==> src/rtl/req_issuer.sv <==
// req_issuer
// ----------
// Upstream requester for a req/ack edge-detect responder. Command words are
// queued in a small FIFO; each one is presented as a level request (o_req with
// o_req_data) until the responder answers with a one-cycle i_ack pulse. After
// every attempt o_req is held low for GAP cycles so that the responder always
// sees a fresh rising edge. An attempt with no ack is abandoned after TIMEOUT
// high cycles and re-issued up to MAX_RETRY times. After that the word is
// dropped with an o_err pulse.
//
// Command handshake: a word is transferred on a rising clock edge where both
// i_cmd_valid and o_cmd_ready are 1. o_cmd_ready depends only on the FIFO
// occupancy, never on i_cmd_valid.
//
// Ports
//   i_clk, i_rst          clock, asynchronous active-high reset
//   i_cmd_valid/_data     command offer from the source
//   o_cmd_ready           FIFO not full (combinational from the count)
//   o_req, o_req_data     level request and its data (registered)
//   i_ack                 one-cycle acknowledge from the responder
//   o_done, o_done_data   one-cycle pulse with data of an acked transaction
//   o_err                 one-cycle pulse: transaction dropped after last timeout
//   o_busy                FSM not idle (registered)
//   o_pending             FIFO occupancy
//   o_state               current FSM state, for observation
module req_issuer #(
    parameter int DATA_W    = 8,
    parameter int DEPTH     = 4,
    parameter int TIMEOUT   = 15,
    parameter int MAX_RETRY = 3,
    parameter int GAP       = 2
) (
    input  logic                         i_clk,
    input  logic                         i_rst,
    input  logic                         i_cmd_valid,
    input  logic [DATA_W-1:0]            i_cmd_data,
    output logic                         o_cmd_ready,
    output logic                         o_req,
    output logic [DATA_W-1:0]            o_req_data,
    input  logic                         i_ack,
    output logic                         o_done,
    output logic [DATA_W-1:0]            o_done_data,
    output logic                         o_err,
    output logic                         o_busy,
    output logic [$clog2(DEPTH+1)-1:0]   o_pending,
    output logic [1:0]                   o_state
);

    localparam int PW = $clog2(DEPTH);
    localparam int CW = $clog2(DEPTH + 1);
    localparam int TW = $clog2(TIMEOUT + 1);
    localparam int RW = $clog2(MAX_RETRY + 1) + 1;
    localparam int GW = $clog2(GAP + 1);

    typedef enum logic [1:0] {
        S_IDLE = 2'd0,
        S_REQ  = 2'd1,
        S_GAP  = 2'd2
    } state_t;

    // FIFO storage
    logic [DATA_W-1:0] r_mem [DEPTH];
    logic [PW-1:0]     r_wr_ptr;
    logic [PW-1:0]     r_rd_ptr;
    logic [CW-1:0]     r_count;

    // FSM and datapath registers
    state_t            r_state;
    logic              r_req;
    logic [DATA_W-1:0] r_cur;
    logic [TW-1:0]     r_to_cnt;
    logic [GW-1:0]     r_gap_cnt;
    logic [RW-1:0]     r_retry;
    logic              r_retry_pend;
    logic              r_done;
    logic [DATA_W-1:0] r_done_data;
    logic              r_err;
    logic              r_busy;

    // Next-state values
    state_t            w_state_nx;
    logic              w_req_nx;
    logic [DATA_W-1:0] w_cur_nx;
    logic [TW-1:0]     w_to_nx;
    logic [GW-1:0]     w_gap_nx;
    logic [RW-1:0]     w_retry_nx;
    logic              w_rpend_nx;
    logic              w_done_nx;
    logic [DATA_W-1:0] w_done_data_nx;
    logic              w_err_nx;

    logic              w_push;
    logic              w_pop;
    logic              w_empty;
    logic [DATA_W-1:0] w_head;

    assign o_cmd_ready = (r_count != CW'(DEPTH));
    assign o_pending   = r_count;
    assign w_push      = i_cmd_valid & o_cmd_ready;
    assign w_empty     = (r_count == '0);
    assign w_head      = r_mem[r_rd_ptr];

    assign o_req       = r_req;
    assign o_req_data  = r_cur;
    assign o_done      = r_done;
    assign o_done_data = r_done_data;
    assign o_err       = r_err;
    assign o_busy      = r_busy;
    assign o_state     = r_state;

    // Storage is not reset; occupancy and pointers define what is valid.
    always_ff @(posedge i_clk) begin
        if (w_push) begin
            r_mem[r_wr_ptr] <= i_cmd_data;
        end
    end

    always_ff @(posedge i_clk or posedge i_rst) begin
        if (i_rst) begin
            r_wr_ptr <= '0;
            r_rd_ptr <= '0;
            r_count  <= '0;
        end else begin
            if (w_push) r_wr_ptr <= r_wr_ptr + 1'b1;
            if (w_pop)  r_rd_ptr <= r_rd_ptr + 1'b1;
            case ({w_push, w_pop})
                2'b10:   r_count <= r_count + 1'b1;
                2'b01:   r_count <= r_count - 1'b1;
                default: r_count <= r_count;
            endcase
        end
    end

    always_comb begin
        w_state_nx     = r_state;
        w_req_nx       = r_req;
        w_cur_nx       = r_cur;
        w_to_nx        = r_to_cnt;
        w_gap_nx       = r_gap_cnt;
        w_retry_nx     = r_retry;
        w_rpend_nx     = r_retry_pend;
        w_done_nx      = 1'b0;
        w_done_data_nx = r_done_data;
        w_err_nx       = 1'b0;
        w_pop          = 1'b0;

        case (r_state)
            S_IDLE: begin
                if (!w_empty) begin
                    w_pop      = 1'b1;
                    w_cur_nx   = w_head;
                    w_retry_nx = '0;
                    w_to_nx    = '0;
                    w_req_nx   = 1'b1;
                    w_state_nx = S_REQ;
                end
            end
            S_REQ: begin
                // An ack on the final timeout cycle still counts as success.
                if (i_ack) begin
                    w_req_nx       = 1'b0;
                    w_done_nx      = 1'b1;
                    w_done_data_nx = r_cur;
                    w_rpend_nx     = 1'b0;
                    w_gap_nx       = '0;
                    w_state_nx     = S_GAP;
                end else if (r_to_cnt == TW'(TIMEOUT - 1)) begin
                    w_req_nx   = 1'b0;
                    w_gap_nx   = '0;
                    w_state_nx = S_GAP;
                    if (r_retry == RW'(MAX_RETRY)) begin
                        w_err_nx   = 1'b1;
                        w_rpend_nx = 1'b0;
                    end else begin
                        w_retry_nx = r_retry + 1'b1;
                        w_rpend_nx = 1'b1;
                    end
                end else begin
                    w_to_nx = r_to_cnt + 1'b1;
                end
            end
            S_GAP: begin
                if (r_gap_cnt == GW'(GAP - 1)) begin
                    if (r_retry_pend) begin
                        // Re-issue the same word; retry count is kept.
                        w_req_nx   = 1'b1;
                        w_to_nx    = '0;
                        w_rpend_nx = 1'b0;
                        w_state_nx = S_REQ;
                    end else if (!w_empty) begin
                        w_pop      = 1'b1;
                        w_cur_nx   = w_head;
                        w_retry_nx = '0;
                        w_to_nx    = '0;
                        w_req_nx   = 1'b1;
                        w_state_nx = S_REQ;
                    end else begin
                        w_state_nx = S_IDLE;
                    end
                end else begin
                    w_gap_nx = r_gap_cnt + 1'b1;
                end
            end
            default: begin
                w_req_nx   = 1'b0;
                w_state_nx = S_IDLE;
            end
        endcase
    end

    always_ff @(posedge i_clk or posedge i_rst) begin
        if (i_rst) begin
            r_state      <= S_IDLE;
            r_req        <= 1'b0;
            r_cur        <= '0;
            r_to_cnt     <= '0;
            r_gap_cnt    <= '0;
            r_retry      <= '0;
            r_retry_pend <= 1'b0;
            r_done       <= 1'b0;
            r_done_data  <= '0;
            r_err        <= 1'b0;
            r_busy       <= 1'b0;
        end else begin
            r_state      <= w_state_nx;
            r_req        <= w_req_nx;
            r_cur        <= w_cur_nx;
            r_to_cnt     <= w_to_nx;
            r_gap_cnt    <= w_gap_nx;
            r_retry      <= w_retry_nx;
            r_retry_pend <= w_rpend_nx;
            r_done       <= w_done_nx;
            r_done_data  <= w_done_data_nx;
            r_err        <= w_err_nx;
            r_busy       <= (w_state_nx != S_IDLE);
        end
    end

endmodule

==> config.mk <==
export PLATFORM = sky130hd
export DESIGN_NAME = req_issuer
export DESIGN_NICKNAME = d
export VERILOG_FILES = /design/src/rtl/req_issuer.sv
export SDC_FILE = /design/constraint.sdc
export NUM_CORES = 1
export LEC_CHECK = 0
export BUFFER_PORTS_ARGS = -buffer_cell sky130_fd_sc_hd__buf_4
export CAP_MARGIN = 20
export CORE_AREA = 2 2 106 108
export DETAILED_ROUTE_END_ITERATION = 16
export DIE_AREA = 0 0 108 110
export PLACE_DENSITY = 0.56
export SKIP_LAST_GASP = 1
export SYNTH_ARGS = -nofsm -noshare
export SYNTH_HDL_FRONTEND = slang
export SYNTH_SLANG_ARGS = --single-unit
==> constraint.sdc <==
create_clock -name i_clk -period 5.9 [get_ports i_clk]
set_input_delay 0.295 -clock i_clk [delete_from_list [all_inputs] [get_ports i_clk]]
set_output_delay 0.295 -clock i_clk [all_outputs]
set_load 0.02 [all_outputs]
Word level (Yosys, flattened, before mapping):

Memories as Yosys holds them, arrays and structs flattened.
Index checks and enable logic that the tools add are counted.

* add/subtract/negate cells: 7
* multiply operators: 0
* div/mod/pow operators: 0
* magnitude comparators: 0
* eq/ne operators: 16
* shift operators: 0
* multiplexer cells: 52
* bitwise logic cells: 1
* reductions and logical operators: 14

Operators by type and width (number)
* two-way mux 8 bit: 3
* two-way mux 1 bit: 22
* two-way mux 4 bit: 5
* two-way mux 3 bit: 6
* one-hot mux 8 bit (2 select lines): 1
* two-way mux 2 bit: 7
* inequality test 2 bit (second input constant): 7
* one-hot mux 4 bit (3 select lines): 1
* one-hot mux 3 bit (3 select lines): 1
* AND reduction 3 bit: 3
* nonzero test 2 bit: 4
* adder 2 x 1 -> 2 bit (second input constant): 3
* adder 3 x 1 -> 3 bit (second input constant): 2
* == test 2 x 1 -> 1 bit (second input constant): 3
* inequality test 3 bit (second input constant): 2
* one-hot mux 2 bit (3 select lines): 1
* one-hot mux 3 bit (2 select lines): 1
* AND reduction 6 bit: 1
* adder 4 x 1 -> 4 bit (second input constant): 1
* == test 2 bit (second input constant): 2
* == test 4 bit (second input constant): 1
* one-hot mux 1 bit (2 select lines): 2
* one-hot mux 2 bit (2 select lines): 1
* AND reduction 2 bit: 2
* other kinds (8): 8

* register bits: 39
* bits in latches: 0
* RAM bits: 32
* memory bits (read-only): 0
* input bits: 12
* logic and storage cells: 105
* memories: 1

Memories
* r_mem: depth 4, width 8, read ports 1, clocked after Yosys merged registers in 0, write ports 1, line 62 `logic [DATA_W-1:0] r_mem [DEPTH];`

Logic depth before layout (Yosys ltp):

Gate-level depths: netlist of run 1.

* depth after elaboration: 7
* mapped depth: 11
* mapped depth without buffers: 10

Worst setup path after synthesis of run 1:

OpenSTA, ideal clock, no wires.

* path kind: reg-to-reg
* from: register r_state[0] (netlist: o_state[0])
* to: register r_count[2] (netlist: o_pending[2])
* library setup time: 0.080 ns
* arrival: 2.325 ns
* required time: 5.820 ns
* setup slack: 3.495 ns
* stages on the path, launching flop included: 12
* cell sequence: dfrtp_1 > inv_1 > ha_1 > buf_2 > nand3b_1 > a21oi_1 > ha_1 > inv_1 > fa_1 > xor2_1 > nor2_1 > xor2_1

* word-level cells in the longest chain between the ends: 4
* elaborated cells on any way between the ends: 7
* classes of those cells: eq/ne: 3; mux: 2; reduce/logical: 2

Ends and longest elaborated chain
* start, declared: line 68 `state_t r_state;`
* start signal, assigned: line 225 `r_state <= w_state_nx;`
* == test 2 bit or logical NOT 2 bit (tied branches): line 147 `case (r_state)`
* one-hot mux 1 bit (2 select lines) (*): line 147
* net w_pop: line 93 `logic w_pop;`
* == test 2 x 1 -> 1 bit or == test 2 bit (tied branches): line 126 `case ({w_push, w_pop})`
* one-hot mux 3 bit (2 select lines) or nonzero test 2 bit (tied branches)
* end signal, assigned: line 127 `2'b10: r_count <= r_count + 1'b1;`
* end signal, assigned: line 128 `2'b01: r_count <= r_count - 1'b1;`
* end signal, assigned: line 129 `default: r_count <= r_count;`
* end, declared: line 65 `logic [CW-1:0] r_count;`

The timed path passes the listed nets; every way through them passes the cells marked *.
A chain may end at the register's enable or synchronous reset.

Final worst setup path of run 1:

Ends and elaborated chain as after synthesis.

==> qor.txt, run 1 <==
Clk pwr share - 18.8%
sequential standard cell area - 1940 um^2
fin cells - 397
critical path capture point type - flip-flop
Area Overhead vs Synth - 20.0%
Post-CTS Resized - 0
Top Metal Used - met4
Die Wd - 108 um
hold_buf cts - 0
mux cell area share after synthesis - 13.2%
simple-gate share of the synthesized area - 7.82%
Post-synth EDFFs - 32
register area share after synthesis - 61.8%
CTS Buffer Depth - 2
Initial Utilization - 29.3%
VDD IR-drop max - 175 uV
HPWL after DPL - 3890 um
pin count of the biggest net entering global routing - 40
CTS tree - built
post-detailed-routing wire length - 5550 um
max-slew violation count - 0
Slew HR - 57.5%
Post-Synth XOR/XNOR Area - 1.68%
RSZ-0062 raised after global routing - false
fin crit share - 43.8%
gr ovfl total - 0
IO buf count - 37
Worst path slowest cell - dfrtp_1
Clock Skew - 0.00939 ns
Fmax - 387 MHz
distinct cell type count after synthesis - 50
Final WS setup - 3.32 ns
Total GRT Usage - 10.6%
Flop pwr share - 40.5%
initial antenna violation count - 0
CP startpoint kind - flip-flop
routed wl met3 - 227 um
vias in the first global route - 1758
reg2reg setup slack - 3.32 ns
worst path bufs/invs - 2
Seq cells post-synth - 71
adder-cell share of the synthesized area - 6.23%
placed cells - 381
Residual DRC - 0
setup TNS - 0 ns
Final nets - 279
Diodes inserted - 0
M1 WL - 2760 um
DR iter-0 viols - 72
max capacitance violation total - 0
DIE HEIGHT - 110 um
Sink Count - 71
fin crit period - 2.58 ns
synthesized instance count - 208
critical path peak fanout - 13
worst-path cell chain - inv_1, ha_1, nand3b_1, a21oi_1, ha_1, inv_1, fa_1, xor2_1, nor2_1, xor2_1
Crit path largest cell delay - 0.44 ns
CTS Root Cell - clkbuf_8
synthesized area per cell - 15.1 um^2
area of the multi-input gates - 1120 um^2
sw power - 703 uW
Pwr Density - 524 nW/um^2
Final Hold Vio Count - 0
internal power - 1270 uW
Synth Area in Compound Gates - 6.70%
Logic pwr share - 40.7%
core area - 10700 um^2
num rows - 38
critical path class - reg2reg
Num CTS Buffers - 9
fill count - 1042
Data required, critical path - 6.16 ns
Final ANT Viol Nets - 0
worst skew pair latency - 0.34 ns
met2 routed WL - 2460 um
status - completed
First-pass DRT Iterations - 4
GP Congestion - 0.826
# IOs - 38
die area - 11900 um^2
dominant combinational cell family by area after synthesis - multiplexers
vias per inst - 4.41
via count of the routed design - 1751
global-route wire length before repair - 9240 um
share of layout cells above drive strength 1 - 30.0%
clock slew at reported path FFs - 0.07 ns
Synth Cell Area - 3140 um^2
Yosys Warn Count - 0
asr flop ratio synth - 54.9%
htree depth - 3
Leakage Power - 0.00157 uW
dpl ws - 3.35 ns
sw frac - 35.7%
WP data arrival - 2.85 ns
delay-heaviest family, CP - adder cells
Hold Crit Class - in2async
final setup violation count - 0
worst-margin pin slew - 0.635 ns
DR WL/cell - 14.0 um
Main synth FF type - dfrtp_1
post-CTS setup buffer count - 0
syn_nets - 235
final core utilization - 35.2%
-- worst register-to-register path, delay by kind of cell, from the launching register on --
kind            cells  cell delay [ns]
xor+xnor            2             0.31
compound gates      1             0.30
fa+ha+maj           3             1.03
simple gates        2             0.24
buf+inv             2             0.19
flops               1             0.44
-- synthesized netlist by cell type (all sizes together) (2+ instances only) --
library cell / number / share of area, %
edfxtp: 32 / 31
ha: 14 / 5.6
a211oi: 3 / 1.1
nor3: 3 / 0.64
nor3b: 2 / 0.48
inv: 16 / 1.9
mux2: 18 / 7.4
nand3: 4 / 0.64
o21ai: 4 / 0.64
nand2b: 5 / 1.0
and3: 4 / 0.80
xor2: 3 / 0.84
nor2b: 2 / 0.48
mux4: 8 / 5.7
nand2: 5 / 0.60
xnor2: 3 / 0.84
o311ai: 3 / 0.84
a21oi: 4 / 0.64
nor2: 6 / 0.72
a22o: 2 / 0.56
nand4: 2 / 0.40
dfrtp: 39 / 31
and2: 4 / 0.80
or2: 2 / 0.40
buf: 4 / 0.60
-- flip-flops by register name (all words and copies together) (netlist names), 2 cells and up --
name and cells:
r_to_cnt 4, o_done_data 8, r_retry 3, o_pending 3
r_gap_cnt 2, r_rd_ptr 2, r_mem 32, o_state 2
o_req_data 8, r_wr_ptr 2
-- logic make-up (layout without fill, tap and decap cells) --
kind of cell             Yosys count  count (layout)
AO/OA/AOI/OAI                     27              27
XOR/XNOR                           6               6
adder cells (fa/ha/maj)           15              15
buffers and inverters             21              70
flip-flops                        71              71
multiplexers                      26              26
AND/OR/NAND/NOR                   42              42
-- per-stage QoR --
| stage | power (uW) | cell area, um^2 | hold slack [ns] |
|---|---|---|---|
| 2_1_floorplan | 1360 | 3140 | 0.365 |
| 3_3_place_gp | 1610 | 3570 | 0.465 |
| 3_5_place_dp | 1630 | 3570 | 0.466 |
| 4_1_cts | 2000 | 3760 | 0.0911 |
| 5_1_grt | 2110 | 3760 | 0.118 |
| 6_report | 1970 | 3760 | 0.0754 |
-- worst paths after layout --
check	depth (start not counted)	end	from
min in group i_clk	1	r_mem[0][1]	i_cmd_data[1]
max in group asynchronous	3	r_retry[0]	i_rst
setup reg to reg	10	o_pending[2]	o_state[0]
hold reg to reg	1	o_done_data[4]	o_done_data[4]
setup / recovery	10	o_pending[2]	o_state[0]
hold / removal	3	o_busy	i_rst
-- per-layer routing --
layer	track usage, %	vias up
li1	-	865
met5	0	-
met3	2.76	8
met2	15.6	36
met1	14.1	842
met4	5.86	0
-- final cells by class --
| cell class | count | area share (%) |
|---|---|---|
| sequential | 71 | 51.5 |
| multi-input combinational | 116 | 29.7 |
| clock buffer | 10 | 3.39 |
| clock inverter | 6 | 1.66 |
| inverter | 16 | 1.60 |
| timing repair buffer | 38 | 7.58 |
| tap | 140 | 4.65 |
-- power by group through the flow --
stage | clock (uW) | sequential [uW] | combinational (uW)
floorplan | 0 | 857 | 505
global placement | 0 | 808 | 805
detailed placement | 0 | 814 | 812
CTS | 385 | 804 | 814
global route | 408 | 825 | 878
finish | 371 | 798 | 802
-- layout by cell type (no fill, tap or decap), drive strengths merged, types with 2 or more instances in the layout --
cell type  instances
a211oi             3
a21oi              4
a22o               2
and2               4
and3               4
buf               38
clkbuf            10
clkinv             3
clkinvlp           2
dfrtp             39
edfxtp            32
ha                14
inv               16
mux2              18
mux4               8
nand2              5
nand2b             5
nand3              4
nand4              2
nor2               6
nor2b              2
nor3               3
nor3b              2
o21ai              4
o311ai             3
or2                2
xnor2              3
xor2               3
No activity file was read; power rests on OpenSTA's default activity.
==> inputs of run 2 (changes only) <==
--- a/config.mk
+++ b/config.mk
@@ -10,7 +10,7 @@
 export CORE_AREA = 2 2 106 108
 export DETAILED_ROUTE_END_ITERATION = 16
 export DIE_AREA = 0 0 108 110
-export PLACE_DENSITY = 0.56
+export PLACE_DENSITY = 0.57
 export SKIP_LAST_GASP = 1
 export SYNTH_ARGS = -nofsm -noshare
 export SYNTH_HDL_FRONTEND = slang
==> constraint.sdc (replaced) <==
create_clock -name i_clk -period 2.3 [get_ports i_clk]
set_input_delay 0.115 -clock i_clk [delete_from_list [all_inputs] [get_ports i_clk]]
set_output_delay 0.115 -clock i_clk [all_outputs]
set_load 0.02 [all_outputs]
==> run 2 against run 1 <==
Compared with the run above: sequential power rose to 2.5 times the previous value; clock power rose to 2.7 times the previous value; die area stayed put; sequential share of layout area decreased by 2.4 points; clock skew increased by 0.00052 ns; critical path type unchanged; largest power group unchanged.
==> qor.txt, run 2 (synthesis results as in run 1) <==
DIE HEIGHT - 110 um (unchanged)
most frequent cells in the layout - buf_4 (45), dfrtp_1 (38), edfxtp_1 (32) (was dfrtp_1 (39), buf_4 (38), edfxtp_1 (32))
Die Wd - 108 um (unchanged)
via count of the routed design - 1845 (was 1751)
Initial Utilization - 29.3% (unchanged)
worst skew pair latency - 0.35 ns (was 0.34 ns)
crit-path most repeated cell - xor2_1
fin cells - 414 (was 397)
die area - 11900 um^2 (unchanged)
Final Hold Vio Count - 0 (unchanged)
status - completed (unchanged)
vias in the first global route - 1848 (was 1758)
Fmax - 470 MHz (was 387 MHz)
num rows - 38 (unchanged)
initial antenna violation count - 0 (unchanged)
setup TNS - 0 ns (unchanged)
DR iter-0 viols - 89 (was 72)
placed cells - 387 (was 381)
Final Cell Area - 3950 um^2 (was 3760 um^2)
CTS tree - built (unchanged)
Data required, critical path - 2.58 ns (was 6.16 ns)
vias per inst - 4.46 (was 4.41)
First-pass DRT Iterations - 4 (unchanged)
Sink Count - 71 (unchanged)
IO buf count - 37 (unchanged)
critical path peak fanout - 6 (was 13)
Num CTS Buffers - 9 (unchanged)
commonest non-fill, non-tap cell in the layout - buf_4 (was dfrtp_1)
critical path class - reg2reg (unchanged)
# IOs - 38 (unchanged)
htree depth - 3 (unchanged)
fin crit period - 2.13 ns (was 2.58 ns)
Diodes inserted - 0 (unchanged)
Top reg by flops - r_mem (unchanged)
Placed Area - 3620 um^2 (was 3570 um^2)
Leakage Power - 0.00165 uW (was 0.00157 uW)
Power Total - 5260 uW (was 1970 uW)
gr ovfl total - 0 (unchanged)
Total GRT Usage - 10.6% (about the same)
core area - 10700 um^2 (unchanged)
Clock Skew - 0.00991 ns (was 0.00939 ns)
worst path bufs/invs - 2 (unchanged)
GP Congestion - 0.825 (was 0.826)
CP startpoint kind - flip-flop (unchanged)
delay-heaviest family, CP - adder cells (unchanged)
Slew HR - 65.9% (was 57.5%)
fill count - 1034 (was 1042)
reg2reg setup slack - 0.17 ns (was 3.32 ns)
final setup violation count - 0 (unchanged)
global-route wire length before repair - 9350 um (was 9240 um)
sequential standard cell area - 1940 um^2 (about the same)
clock slew at reported path FFs - 0.08 ns (was 0.07 ns)
Worst path slowest cell - dfrtp_2 (was dfrtp_1)
CTS Buffer Depth - 2 (unchanged)
Pwr Density - 1330 nW/um^2 (was 524 nW/um^2)
HPWL after DPL - 4000 um (was 3890 um)
worst-path cell chain - inv_2, ha_1, nand3b_1, a21oi_4, ha_2, inv_1, fa_1, xor2_1, nor2_1, xor2_1 (was inv_1, ha_1, nand3b_1, a21oi_1, ha_1, inv_1, fa_1, xor2_1, nor2_1, xor2_1)
Hold Crit Class - in2reg (was in2async)
VDD IR-drop max - 406 uV (was 175 uV)
Residual DRC - 0 (unchanged)
CTS Root Cell - clkbuf_8 (unchanged)
Final ANT Viol Nets - 0 (unchanged)
area of the multi-input gates - 1140 um^2 (was 1120 um^2)
max-slew violation count - 0 (unchanged)
Crit path largest cell delay - 0.44 ns (about the same)
Final nets - 296 (was 279)
max reg flops - 32 (unchanged)
critical path capture point type - flip-flop (unchanged)
WP data arrival - 2.40 ns (was 2.85 ns)
worst-margin pin slew - 0.512 ns (was 0.635 ns)
DR WL/cell - 13.8 um (was 14.0 um)
Area Overhead vs Synth - 26.1% (was 20.0%)
max capacitance violation total - 0 (unchanged)
share of layout cells above drive strength 1 - 32.8% (was 30.0%)
RSZ-0062 raised after global routing - false (unchanged)
post-detailed-routing wire length - 5700 um (was 5550 um)
pin count of the biggest net entering global routing - 40 (unchanged)
fin crit share - 92.5% (was 43.8%)
[run 2: layout make-up]
| type | count | share of cell area (%) |
|---|---|---|
| clock inverter | 6 | 1.80 |
| sequential | 71 | 49.0 |
| timing repair buffer | 55 | 11.1 |
| tap | 140 | 4.43 |
| clock buffer | 10 | 3.23 |
| multi-input combinational | 116 | 28.9 |
| inverter | 16 | 1.52 |
[run 2: path summary, 6_finish.rpt]
path                                start             end  depth (start not counted)
min in group asynchronous           i_rst  o_done_data[2]                          4
min                           i_cmd_valid     r_wr_ptr[0]                          3
max                            o_state[0]    o_pending[2]                         10
max in group asynchronous           i_rst      o_state[0]                          4
max reg2reg                    o_state[0]    o_pending[2]                         10
min reg2reg                o_done_data[5]  o_done_data[5]                          1
[run 2: worst register-to-register path: cells and delay by family, from the launching register on]
family | cells | cell delay, ns
adder cells (fa/ha/maj) | 3 | 0.75
AO/OA/AOI/OAI | 1 | 0.16
flip-flops | 1 | 0.44
buffers and inverters | 2 | 0.15
XOR/XNOR | 2 | 0.30
AND/OR/NAND/NOR | 2 | 0.24
[run 2: report_power, final]
group | internal, uW | total (uW) | switching, uW
Clock | 508 | 1000 | 491
Combinational | 1140 | 2240 | 1090
Sequential | 1730 | 2030 | 292
[run 2: what timing repair did]
action                     in CTS  in global routing
gates resized for setup         0                  5
setup endpoints to repair       0                  1
setup buffers                   0                  1
hold endpoints to repair       73                  0
hold buffers                   10                  0
[run 2: per-stage QoR]
stage                     worst slack [ns]  hold slack [ns]  utilization [%]
after floorplan                     0.0230            0.185                -
after global placement               0.143            0.279             33.9
after detailed placement            0.0658            0.286             33.9
after CTS                           0.0527            0.163             36.7
after global routing                0.0237            0.183             36.9
final                                0.172            0.161             36.9
[run 2: per-layer routing]
metal | global-route usage [%] | part of all wire [%] | vias up
met2 | 16.6 | 48 | 30
met4 | 5.31 | 1.7 | 0
met5 | 0 | 0 | -
li1 | - | - | 890
met1 | 13.1 | 46 | 918
met3 | 3.59 | 4.3 | 7
